## config.mk

```make
export PLATFORM = sky130hd
export DESIGN_NAME = i2s_tx
export DESIGN_NICKNAME = d
export VERILOG_FILES = /design/src/rtl/i2s_pkg.sv /design/src/rtl/i2s_tx_sample_fifo.sv /design/src/rtl/i2s_tx.sv
export SDC_FILE = /design/constraint.sdc
export NUM_CORES = 1
export LEC_CHECK = 0
export ABC_CLOCK_PERIOD_IN_PS = 2620
export BUFFER_PORTS_ARGS = -buffer_cell sky130_fd_sc_hd__clkbuf_2
export CAP_MARGIN = 30
export CORE_MARGIN = 1
export CORE_UTILIZATION = 54
export CTS_CLUSTER_SIZE = 16
export DETAILED_ROUTE_END_ITERATION = 6
export PLACE_DENSITY_LB_ADDON = 0.12
export SYNTH_ARGS = -nofsm -noshare
export SYNTH_HDL_FRONTEND = slang
export SYNTH_SLANG_ARGS = --single-unit
```

## constraint.sdc

```tcl
create_clock -name clkI2SBit_i -period 2.62 [get_ports clkI2SBit_i]
set_input_delay 0.524 -clock clkI2SBit_i [delete_from_list [all_inputs] [get_ports clkI2SBit_i]]
set_output_delay 0.524 -clock clkI2SBit_i [all_outputs]
set_load 0.005 [all_outputs]
```

## src/rtl/i2s_pkg.sv

```systemverilog
// i2s_pkg: shared widths and sample type for the I2S audio path.
// Used by the transmit side, the receive side and the CDC blocks.
package i2s_pkg;

  localparam int PKT_WIDTH_DEF = 16;
  localparam int FRAME_BITS    = 2 * PKT_WIDTH_DEF;

  typedef logic [PKT_WIDTH_DEF-1:0] pkt_t;

endpackage

```

## src/rtl/i2s_tx_sample_fifo.sv

```systemverilog
// sample_fifo: small synchronous sample buffer.
// The head word is visible combinationally and is popped by the frame loader.
module sample_fifo #(
  parameter int WIDTH = 16,
  parameter int DEPTH = 4
) (
  input  logic                     clk,
  input  logic                     rst,
  input  logic                     wrEn,
  input  logic [WIDTH-1:0]         wrData,
  input  logic                     popEn,
  output logic [WIDTH-1:0]         head,
  output logic [$clog2(DEPTH):0]   count,
  output logic                     full,
  output logic                     empty
);

  localparam int AW = $clog2(DEPTH);

  logic [WIDTH-1:0] mem [DEPTH];
  logic [AW-1:0]    wrPtr;
  logic [AW-1:0]    rdPtr;
  logic             doWr;
  logic             doPop;

  assign full  = (count == (AW+1)'(DEPTH));
  assign empty = (count == '0);
  assign doWr  = wrEn & ~full;
  assign doPop = popEn & ~empty;
  assign head  = mem[rdPtr];

  // Pointers wrap naturally; occupancy moves by +1, -1 or 0.
  always_ff @(posedge clk) begin
    if (rst) begin
      wrPtr <= '0;
      rdPtr <= '0;
      count <= '0;
    end else begin
      if (doWr)  wrPtr <= wrPtr + AW'(1);
      if (doPop) rdPtr <= rdPtr + AW'(1);
      unique case ({doWr, doPop})
        2'b10:   count <= count + (AW+1)'(1);
        2'b01:   count <= count - (AW+1)'(1);
        default: count <= count;
      endcase
    end
  end

  // Storage needs no reset: the pointers define what is valid.
  always_ff @(posedge clk) begin
    if (doWr) mem[wrPtr] <= wrData;
  end

endmodule

```

## src/rtl/i2s_tx.sv

```systemverilog
// i2s_tx: mono Philips-I2S transmitter in the bit-clock domain.
// Each sample is sent on both slots; the FIFO absorbs bursty writes.
module i2s_tx
  import i2s_pkg::*;
#(
  parameter int PKT_WIDTH  = PKT_WIDTH_DEF,
  parameter int FIFO_DEPTH = 4
) (
  input  logic                          clkI2SBit_i,
  input  logic                          rstI2S_i,
  input  logic [PKT_WIDTH-1:0]          pktTx_i,
  input  logic                          pktValidTx_i,
  output logic                          pktReadyTx_o,
  output logic [$clog2(FIFO_DEPTH):0]   fifoCount_o,
  output logic                          i2sWS_o,
  output logic                          i2sSD_o,
  output logic                          underrunTx_o,
  output logic                          overflowTx_o
);

  localparam int FRAME = 2 * PKT_WIDTH;
  localparam int KW    = $clog2(FRAME);
  localparam int IW    = $clog2(PKT_WIDTH);
  localparam logic [KW-1:0] K_LAST  = KW'(FRAME - 1);
  localparam logic [KW-1:0] K_RIGHT = KW'(PKT_WIDTH);

  logic [KW-1:0]        k;
  logic [KW-1:0]        kNext;
  logic [PKT_WIDTH-1:0] s;
  logic [PKT_WIDTH-1:0] sNext;
  logic [PKT_WIDTH-1:0] head;
  logic                 prevLsb;
  logic                 prevNext;
  logic                 lastBit;
  logic                 pop;
  logic                 fifoFull;
  logic                 fifoEmpty;
  logic                 wsNext;
  logic                 sdNext;
  logic                 undNext;

  sample_fifo #(
    .WIDTH (PKT_WIDTH),
    .DEPTH (FIFO_DEPTH)
  ) u_fifo (
    .clk    (clkI2SBit_i),
    .rst    (rstI2S_i),
    .wrEn   (pktValidTx_i),
    .wrData (pktTx_i),
    .popEn  (pop),
    .head   (head),
    .count  (fifoCount_o),
    .full   (fifoFull),
    .empty  (fifoEmpty)
  );

  assign pktReadyTx_o = ~fifoFull;
  assign overflowTx_o = pktValidTx_i & fifoFull & ~rstI2S_i;

  // Serial bit for slot position kk: one-bit delay after WS, MSB first.
  function automatic logic sdBit(
    input logic [KW-1:0]        kk,
    input logic [PKT_WIDTH-1:0] ss,
    input logic                 pl
  );
    logic          r;
    logic [IW-1:0] idx;
    idx = '0;
    r   = pl;
    if (kk == '0) begin
      r = pl;
    end else if (kk == K_RIGHT) begin
      r = ss[0];
    end else if (kk < K_RIGHT) begin
      idx = IW'(PKT_WIDTH - int'(kk));
      r   = ss[idx];
    end else begin
      idx = IW'(FRAME - int'(kk));
      r   = ss[idx];
    end
    return r;
  endfunction

  // State register: bit counter, held sample and registered outputs.
  always_ff @(posedge clkI2SBit_i) begin
    if (rstI2S_i) begin
      k            <= '0;
      s            <= '0;
      prevLsb      <= 1'b0;
      i2sWS_o      <= 1'b0;
      i2sSD_o      <= 1'b0;
      underrunTx_o <= 1'b0;
    end else begin
      k            <= kNext;
      s            <= sNext;
      prevLsb      <= prevNext;
      i2sWS_o      <= wsNext;
      i2sSD_o      <= sdNext;
      underrunTx_o <= undNext;
    end
  end

  // Next state: wrap the counter and load a frame on entry to k=0.
  always_comb begin
    lastBit  = (k == K_LAST);
    pop      = lastBit & ~fifoEmpty;
    kNext    = lastBit ? '0 : k + KW'(1);
    sNext    = pop ? head : s;
    prevNext = lastBit ? s[0] : prevLsb;
  end

  // Outputs for the coming bit position, registered above.
  always_comb begin
    wsNext  = (kNext >= K_RIGHT);
    sdNext  = sdBit(kNext, sNext, prevNext);
    undNext = lastBit & fifoEmpty;
  end

endmodule

```

### Word level (Yosys, flattened, before mapping)

Memory sizes are Yosys's and may differ from the RTL's. A register that Yosys moved wholly into a read port is not among the register bits.
Index checks and enable logic that the tools add are counted.

* memories: 1
* flip-flop bits (word level): 32
* bits of input ports: 19
* bits in writable memories: 64

Memories
* u_fifo.mem: depth 4, width 16, rd ports 1, clocked after memory_dff 1, write ports 1, RTL line i2s_tx_sample_fifo.sv:20 `logic [WIDTH-1:0] mem [DEPTH];`

* add/sub/neg operators: 7
* reduce and logical (&&, ||, !) cells: 3
* multiplexer cells: 15
* equality and inequality tests: 5
* magnitude comparators: 4
* bitwise operators: 9

Operators with widths (count)
* 2-to-1 mux 16 bit: 1
* equality test 5 bit (second input constant): 2
* less-than comparator 4 x 5 -> 1 bit (second input constant): 2
* binary-select mux 1 bit (select 4 bit): 2
* 2-to-1 mux 1 bit: 8
* subtractor 1 x 4 -> 4 bit (first input constant): 2
* AND 1 bit: 6
* case mux 3 bit (2 select lines): 1
* adder 5 x 1 -> 5 bit (second input constant): 1
* >= comparator 5 bit (second input constant): 1
* logical NOT 5 bit: 1
* less-than comparator 5 bit (second input constant): 1
* 2-to-1 mux 5 bit: 1
* adder 2 x 1 -> 2 bit (second input constant): 2
* 2-to-1 mux 2 bit: 2
* adder 3 x 1 -> 3 bit (second input constant): 1
* equality test 3 bit (second input constant): 1
* logical NOT 3 bit: 1
* NOT 1 bit: 3
* subtractor 3 x 1 -> 3 bit (second input constant): 1
* equality test 2 x 1 -> 1 bit (second input constant): 1
* equality test 2 bit (second input constant): 1
* nonzero test 2 bit: 1

### Depth between registers and ports, before layout

Gate-level depths: netlist of run 1.

* depth after elaboration: 9
* mapped depth: 13
* gate-level depth less buffers: 11

### By module

From an unflattened synthesis of run 1, not the netlist that was laid out.

* cells, all modules: 247
* area total of the unflattened synthesis: 3963.8 sq um

Modules (own cells, without submodules)
* sample_fifo: times used 1, seq. area each 2102.0 sq um, cells an instance 138, area an instance 2821.5 sq um
* i2s_tx: times used 1, seq. area each 500.5 sq um, cells an instance 109, area an instance 1142.3 sq um

### Worst setup path after synthesis of run 1

OpenSTA, ideal clock, no wires.

* path kind: register -> register
* from: reg k[0]
* to: reg u_fifo.count[2]
* cell stages (with the launch flop): 14
* data arrival time: 2.790 ns
* setup slack: -0.241 ns
* path buffers: 2
* clock period less this slack: 2.861 ns
* data required time: 2.550 ns
* cell sequence: dfxtp_1 -> ha_1 -> and3_1 -> ha_1 -> o31ai_4 -> inv_1 -> buf_6 -> clkbuf_1 -> ha_1 -> inv_1 -> fa_1 -> xor2_1 -> or3_1 -> a21oi_1

* cells in the longest elaborated chain, start to end: 5
* elaborated cells between the ends (all ways): 7
* classes of those cells: 3 x eq/ne; 1 x mux; 2 x bitwise; 1 x reduce/logical

RTL lines
* start: declaration: RTL line i2s_tx.sv:27 `logic [KW-1:0] k;`
* start signal: assignment: RTL line i2s_tx.sv:94 `k <= kNext;`
* equality test 5 bit *: RTL line i2s_tx.sv:105 `lastBit = (k == K_LAST);`
* AND 1 bit *: RTL line i2s_tx.sv:106 `pop = lastBit & ~fifoEmpty;`
* AND 1 bit *: RTL line i2s_tx_sample_fifo.sv:29 `assign doPop = popEn & ~empty;`
* equality test 2 x 1 -> 1 bit or equality test 2 bit (tied branches): RTL line i2s_tx_sample_fifo.sv:41 `unique case ({doWr, doPop})`
* case mux 3 bit (2 select lines) or nonzero test 2 bit (tied branches)
* end signal: assignment: RTL line i2s_tx_sample_fifo.sv:42 `2'b10: count <= count + (AW+1)'(1);`
* end signal: assignment: RTL line i2s_tx_sample_fifo.sv:43 `2'b01: count <= count - (AW+1)'(1);`
* end signal: assignment: RTL line i2s_tx_sample_fifo.sv:44 `default: count <= count;`
* end: declaration: RTL line i2s_tx_sample_fifo.sv:13 `output logic [$clog2(DEPTH):0] count,`

Mark *: on every way between the ends. The rest lies on a longest branch, timed or not.
A chain may end at the register's enable or synchronous reset.

### Worst setup path in the final report of run 1

* from: reg k[1]
* to: reg u_fifo.count[2]

Same word-level chain as after synthesis.

==> run metrics, run 1 <==
status=complete, but fails checks; failing checks=DRC; Synth Instances=277; CTS Buffer Depth=2; H-tree depth=3; Top FF cell, synth=edfxtp_1; CTS buffer count=9; fin crit share=92.0%; fmax=0.415 GHz; Post-DP HPWL=4610 um; Cell variety after synth=45; Sw Share=20.2%; crit path cell chain=ha_1 > and3_1 > ha_4 > o31ai_4 > inv_1 > ha_1 > inv_1 > fa_1 > xor2_1 > or3_1 > a21oi_1; first-pass GRT wire length=11200 um; worst flop-to-flop path endpoint=u_fifo.count[2]; Fin Clk Skew=0.00714 ns; CP startpoint=k[1]; Synth top cells by count=edfxtp_1 (64), dfxtp_1 (34), nand2_1 (30), nor2_1 (25), a21oi_1 (16); post-route ant nets=0; Critical Path RT=2.90 ns; sequential share of the synthesized area=65.0%; Worst path max stage delay=0.37 ns; Setup Crit Path Kind=reg2reg; Async S/R FF share, synth=0%; GRT overflow=0; share of cells above drive strength 1=24.1%; top-count cell post-synth=edfxtp_1; gr usage total=20.3%; synth top area cells=edfxtp_1 (48%), dfxtp_1 (17%), mux4_2 (6.7%), nand2_1 (2.8%), mux2i_1 (2.7%); Gate power share=6.5%; sequential cell area=2600 sq um; setup TNS=0 ns; final setup violating endpoints=0; reg2reg start=k[1]; Slew @ Worst Pin=0.496 ns; post-route minimum period=2.41 ns; I/O pin count=27; Net Switching=626 uW; YS warnings=0; Area Growth Syn to Fin=13.3%; routed len/inst=16.5 um; RSZ-0062 raised after global routing=no; Die H=88.1 um; Clock Pin Slew Worst Setup and Hold Paths=0.09 ns; worst slack, placed=0.130 ns; Global Route met1 Usage=28.0%; DIE AREA=7770 sq um; crit path max fanout=13; Static Leakage=1.58 nW; GPL Wtd Cong=0.827; Multi-input gate area=1310 sq um; Post-synth EDFFs=64; CTS tree=built; DR iter-0 viols=100; Int Power=2.48 mW; end point of the critical path=u_fifo.count[2]; met2 Track Usage GR=31.6%; DRC viols=2; flops & latches, synth=98; area post-placement=4280 sq um; Peak supply drop=463 uV; CP endpoint kind=flip-flop; First-pass DRT Iterations=7; ANT cells=0; R2R Setup Slk=0.21 ns; largest net degree at the start of global routing=25; Mapped Nets=305; Worst Hold Class=in2reg; Final Hold Fails=0; Synth Cell Area=4010 sq um; final instance area=4540 sq um; clock sink count=98; Starting Density=55.5%; initial antenna violation count=0; Vias=2237; GR peak layer=met2; Avg Cell Area, Syn=14.5 sq um; fin. max-slew vios=0; total power=3.10 mW; die width=88.1 um; Final WS setup=0.209 ns; Skew-Pair Late Insertion Delay=0.34 ns; slew margin rel.=66.9%; vias in the first global route=2192; std cell rows=31; met3 Usage GRT=3.20%; Routed WL=6910 um; clock share of power=37.9%; critical path's slowest cell=fa_1; utilization of the core after routing=62.9%; # port buffers=26; maxcap violations=0; Flop pwr share=55.6%; crit start category=flip-flop; Post-layout nets=342; routed vias/inst=5.35; Worst Reg-to-Reg Cells=11; pwr/cell area=683 nW/um^2; post-synth top area cell=edfxtp_1; post-synth top area share=48.0%; Root Buffer=clkbuf_8; critical path arrival=2.69 ns; core footprint=7210 sq um; filler cell count=572
worst min-delay path by stage:
stage	from	to	slack, ns	cells after the start
after detailed placement	s[11]	s[11]	0.45	2
after global routing	pktTx_i[4]	u_fifo.mem[3][4]	0.38	1
after global placement	s[11]	s[11]	0.44	2
after CTS	pktTx_i[9]	u_fifo.mem[2][9]	0.37	1
final	pktTx_i[7]	u_fifo.mem[1][7]	0.39	1
after floorplan	s[11]	s[11]	0.44	2
timing repair:
item | in CTS | in global routing
setup buffers | 0 | 0
hold buffers | 0 | 0
setup endpoints to repair | 0 | 2
gates resized for setup | 0 | 1
power groups by stage:
stage	logic (mW)	registers [mW]	clock network (mW)
2_1_floorplan	0.129	1.76	0
3_3_place_gp	0.201	1.76	0
3_5_place_dp	0.204	1.76	0
4_1_cts	0.205	1.73	1.20
5_1_grt	0.223	1.73	1.25
6_report	0.201	1.72	1.18
per-stage QoR:
stage / hold slack [ns] / cells
4_1_cts: 0.374 / 418
5_1_grt: 0.382 / 418
3_5_place_dp: 0.447 / 402
2_1_floorplan: 0.436 / 277
3_3_place_gp: 0.444 / 402
6_report: 0.388 / 418
sequential cells by signal, summed over array words and instances (netlist names), named ones only:
signal and count:
i2sWS_o 1, u_fifo.wrPtr 2, s 16, prevLsb 1, u_fifo.count 3, underrunTx_o 1, k 5, u_fifo.mem 64
i2sSD_o 1, u_fifo.rdPtr 2
worst max-delay path: cells and delay by family (launching register included):
kind / cells / cell delay [ns]
AOI/OAI and AO/OA: 2 / 0.23
xor gates and xnor gates: 1 / 0.16
buffers and inverters: 2 / 0.14
adders and majority gates: 4 / 0.96
and+or+nand+nor: 2 / 0.50
DFF: 1 / 0.36
cell usage in the layout, fill, tap and decap left out, types with 6 or more instances in the layout:
cell,instances
clkbuf_2,26
ha_1,7
clkbuf_8,11
and3_1,7
buf_4,13
inv_1,6
nand2_1,30
nor2_1,25
dfxtp_1,33
mux2i_1,11
a21oi_1,16
mux4_2,12
edfxtp_1,64
routing by layer:
metal / routed length [um] / up-vias
met2: 3350 / 41
met4: 205 / 0
met1: 3170 / 1076
met3: 190 / 16
li1: - / 1104
met5: 0 / -
cells by family (layout without fill, tap and decap cells):
group           after synthesis  count (layout)  synth area share (%)
xor+xnor                      7               7                  1.53
buf+inv                      19              61                  2.72
simple gates                 82              82                  9.49
compound gates               34              34                  5.90
fa+ha+maj                     9               9                  3.00
mux                          28              28                  12.4
flops                        98              98                  65.0
final cells by class:
cell class / instances / area share, %
clock inverter: 4 / 2.18
sequential: 98 / 57.4
multi-input combinational: 160 / 28.8
tap: 99 / 2.73
clock buffer: 12 / 3.42
inverter: 6 / 0.496
timing repair buffer: 39 / 5.02
Note: power is estimated with default switching activity, not from simulation.
==> inputs of run 2 (changes only) <==
--- a/config.mk
+++ b/config.mk
@@ -6,7 +6,7 @@
 export NUM_CORES = 1
 export LEC_CHECK = 0
 export ABC_CLOCK_PERIOD_IN_PS = 2620
-export BUFFER_PORTS_ARGS = -buffer_cell sky130_fd_sc_hd__clkbuf_2
+export BUFFER_PORTS_ARGS = -buffer_cell sky130_fd_sc_hd__buf_4
 export CAP_MARGIN = 30
 export CORE_MARGIN = 1
 export CORE_UTILIZATION = 54
==> run 2 against run 1 <==
  * The flow now finishes without violations
  * Clock-buffer cell count decreased by 3
  * Sequential cell count unchanged
  * Final cell count decreased by 0.48%
  * Highest routed layer unchanged
  * Sequential share of layout area decreased by 0.13 points
  * Non-clock buffer count decreased by 2
  * Register-to-register slack got worse by 0.06 ns
  * Utilization increased by 0.14 points
  * Combinational power increased by 3%
  * Total power decreased by 4.2%
  * Wire length increased by 2.9%
==> run metrics, run 2 (synthesis gave the netlist of run 1 again) <==
status=finished, final reports clean (was complete, but fails checks); hold path depth=1 (unchanged); reg2reg start=k[0] (was k[1]); Clock Pin Slew Worst Setup and Hold Paths=0.09 ns (about the same); Worst path max stage delay=0.40 ns (was 0.37 ns); CTS Buffer Depth=2 (unchanged); post-placement cell count=400 (was 402); Area Growth Syn to Fin=13.6% (was 13.3%); clock sink count=98 (unchanged); Fin Clk Skew=0.00681 ns (was 0.00714 ns); Critical Path RT=2.90 ns (about the same); filler cell count=569 (was 572); GPL Wtd Cong=0.810 (was 0.827); Vias=2267 (was 2237); routed len/inst=17.1 um (was 16.5 um); maxcap violations=0 (unchanged); cell family with most CP delay=adder cells (unchanged); initial antenna violation count=0 (unchanged); Routed WL=7110 um (was 6910 um); Post-DP HPWL=4580 um (was 4610 um); largest net degree at the start of global routing=38 (was 25); Final Hold Fails=0 (unchanged); crit start category=flip-flop (unchanged); most flop-heavy register=u_fifo.mem (unchanged); Worst Hold Path EP=u_fifo.mem[3][10] (was u_fifo.mem[1][7]); Root Buffer=clkbuf_8 (unchanged); vias in the first global route=2197 (was 2192); Die H=88.1 um (unchanged); share of cells above drive strength 1=24.0% (was 24.1%); DRC viols=0 (was 2); critical path's slowest cell=dfxtp_2 (was fa_1); First-pass DRT Iterations=4 (was 7); ANT cells=0 (unchanged); CTS buffer count=9 (unchanged); Skew-Pair Late Insertion Delay=0.34 ns (about the same); fin crit share=94.2% (was 92.0%); routed vias/inst=5.45 (was 5.35); fmax=0.405 GHz (was 0.415 GHz); CTS tree=built (unchanged); Starting Density=55.5% (unchanged); gr usage total=20.3% (about the same); biggest regs=u_fifo.mem: 64 flops, s: 16 flops, k: 5 flops (unchanged); R2R Setup Slk=0.15 ns (was 0.21 ns); first-pass GRT wire length=11100 um (was 11200 um); most common cell after layout, fill and taps aside=edfxtp_1 (unchanged); post-route ant nets=0 (unchanged); CP endpoint kind=flip-flop (unchanged); Peak supply drop=383 uV (was 463 uV); critical path arrival=2.75 ns (was 2.69 ns); Static Leakage=1.57 nW (was 1.58 nW); RSZ-0062 raised after global routing=no (unchanged); fin. max-slew vios=0 (unchanged); most frequent cells in the layout=edfxtp_1 (64), buf_4 (36), dfxtp_1 (33), nand2_1 (30), nor2_1 (25) (was edfxtp_1 (64), dfxtp_1 (33), nand2_1 (30), clkbuf_2 (26), nor2_1 (25)); Slew @ Worst Pin=0.422 ns (was 0.496 ns); # port buffers=26 (unchanged); CP Buf/Inv Count=2 (unchanged); # hold bufs at CTS=0 (unchanged); core footprint=7210 sq um (unchanged); cell mode on critical path=ha_1; crit path cell chain=ha_1 > and3_1 > ha_2 > o31ai_4 > inv_2 > ha_1 > inv_1 > fa_1 > xor2_1 > or3_1 > a21oi_1 (was ha_1 > and3_1 > ha_4 > o31ai_4 > inv_1 > ha_1 > inv_1 > fa_1 > xor2_1 > or3_1 > a21oi_1); H-tree depth=3 (unchanged); hold_sp=pktTx_i[10] (was pktTx_i[7]); DR iter-0 viols=141 (was 100); final setup violating endpoints=0 (unchanged); setup TNS=0 ns (unchanged); die width=88.1 um (unchanged); Setup Crit Path Kind=reg2reg (unchanged); DIE AREA=7770 sq um (unchanged); Final WS setup=0.153 ns (was 0.209 ns); worst flop-to-flop path endpoint=u_fifo.count[2] (unchanged); Worst Reg-to-Reg Cells=11 (unchanged); std cell rows=31 (unchanged); Worst Hold Class=in2reg (unchanged); utilization of the core after routing=63.1% (was 62.9%); max reg flops=64 (unchanged); crit path max fanout=8 (was 13); Post-layout nets=340 (was 342); final non-filler cell total=416 (was 418); GRT overflow=0 (unchanged); post-route minimum period=2.47 ns (was 2.41 ns); slew margin rel.=71.6% (was 66.9%); worst slack, placed=0.0839 ns (was 0.130 ns); pwr/cell area=653 nW/um^2 (was 683 nW/um^2); I/O pin count=27 (unchanged)
## run 2: cell count changes in the layout (fill, tap and decap cells not counted), sizes merged
cell	change
clkinvlp	+1
clkinv	+2
clkbuf	-29
inv	+1
bufinv	-1
buf	+24
## run 2: power by group
group | switching (mW) | internal (mW) | leakage [nW]
clock | 0.501 | 0.537 | 0.105
combinational | 0.117 | 0.0909 | 0.597
sequential | 0.0220 | 1.70 | 0.863
total | 0.639 | 2.33 | 1.57
## run 2: worst max-delay path by stage
stage / start / endpoint / slack [ns] / cells past startpoint
after floorplan: k[0] / u_fifo.count[2] / 0.008 / 13
after global placement: k[0] / i2sSD_o / 0.17 / 9
after detailed placement: k[0] / u_fifo.count[2] / 0.08 / 11
after CTS: k[0] / u_fifo.count[2] / 0.06 / 11
after global routing: k[0] / u_fifo.count[2] / 0.01 / 11
final: k[0] / u_fifo.count[2] / 0.15 / 11
## run 2: what timing repair did
| action | CTS | global route |
|---|---|---|
| endpoints found under the setup margin | 0 | 2 |
| gates resized for setup | 0 | 3 |
| setup buffers | 0 | 0 |
## run 2: cell type report
class,count,area (sq um),area share [%]
Clock buffer,9,124,2.72
Clock inverter,7,92.6,2.04
Inverter,6,22.5,0.495
Multi-Input combinational cell,160,1300,28.6
Sequential cell,98,2600,57.2
Tap cell,99,124,2.72
Timing Repair Buffer,37,282,6.19
## run 2: metal layers
layer | GRT usage [%] | vias up | share of wire (%)
met5 | 0 | - | 0
met4 | 7.92 | 0 | 1.9
met3 | 4.71 | 9 | 3.0
met2 | 32.4 | 41 | 49
met1 | 27.3 | 1121 | 46
li1 | - | 1096 | -
## run 2: metrics by stage
step / power [mW] / area (sq um) / hold WS [ns]
3_5_place_dp: 1.97 / 4330 / 0.452
6_report: 2.97 / 4550 / 0.372
2_1_floorplan: 1.89 / 4010 / 0.436
3_3_place_gp: 1.96 / 4330 / 0.447
5_1_grt: 3.09 / 4550 / 0.351
4_1_cts: 3.00 / 4540 / 0.354
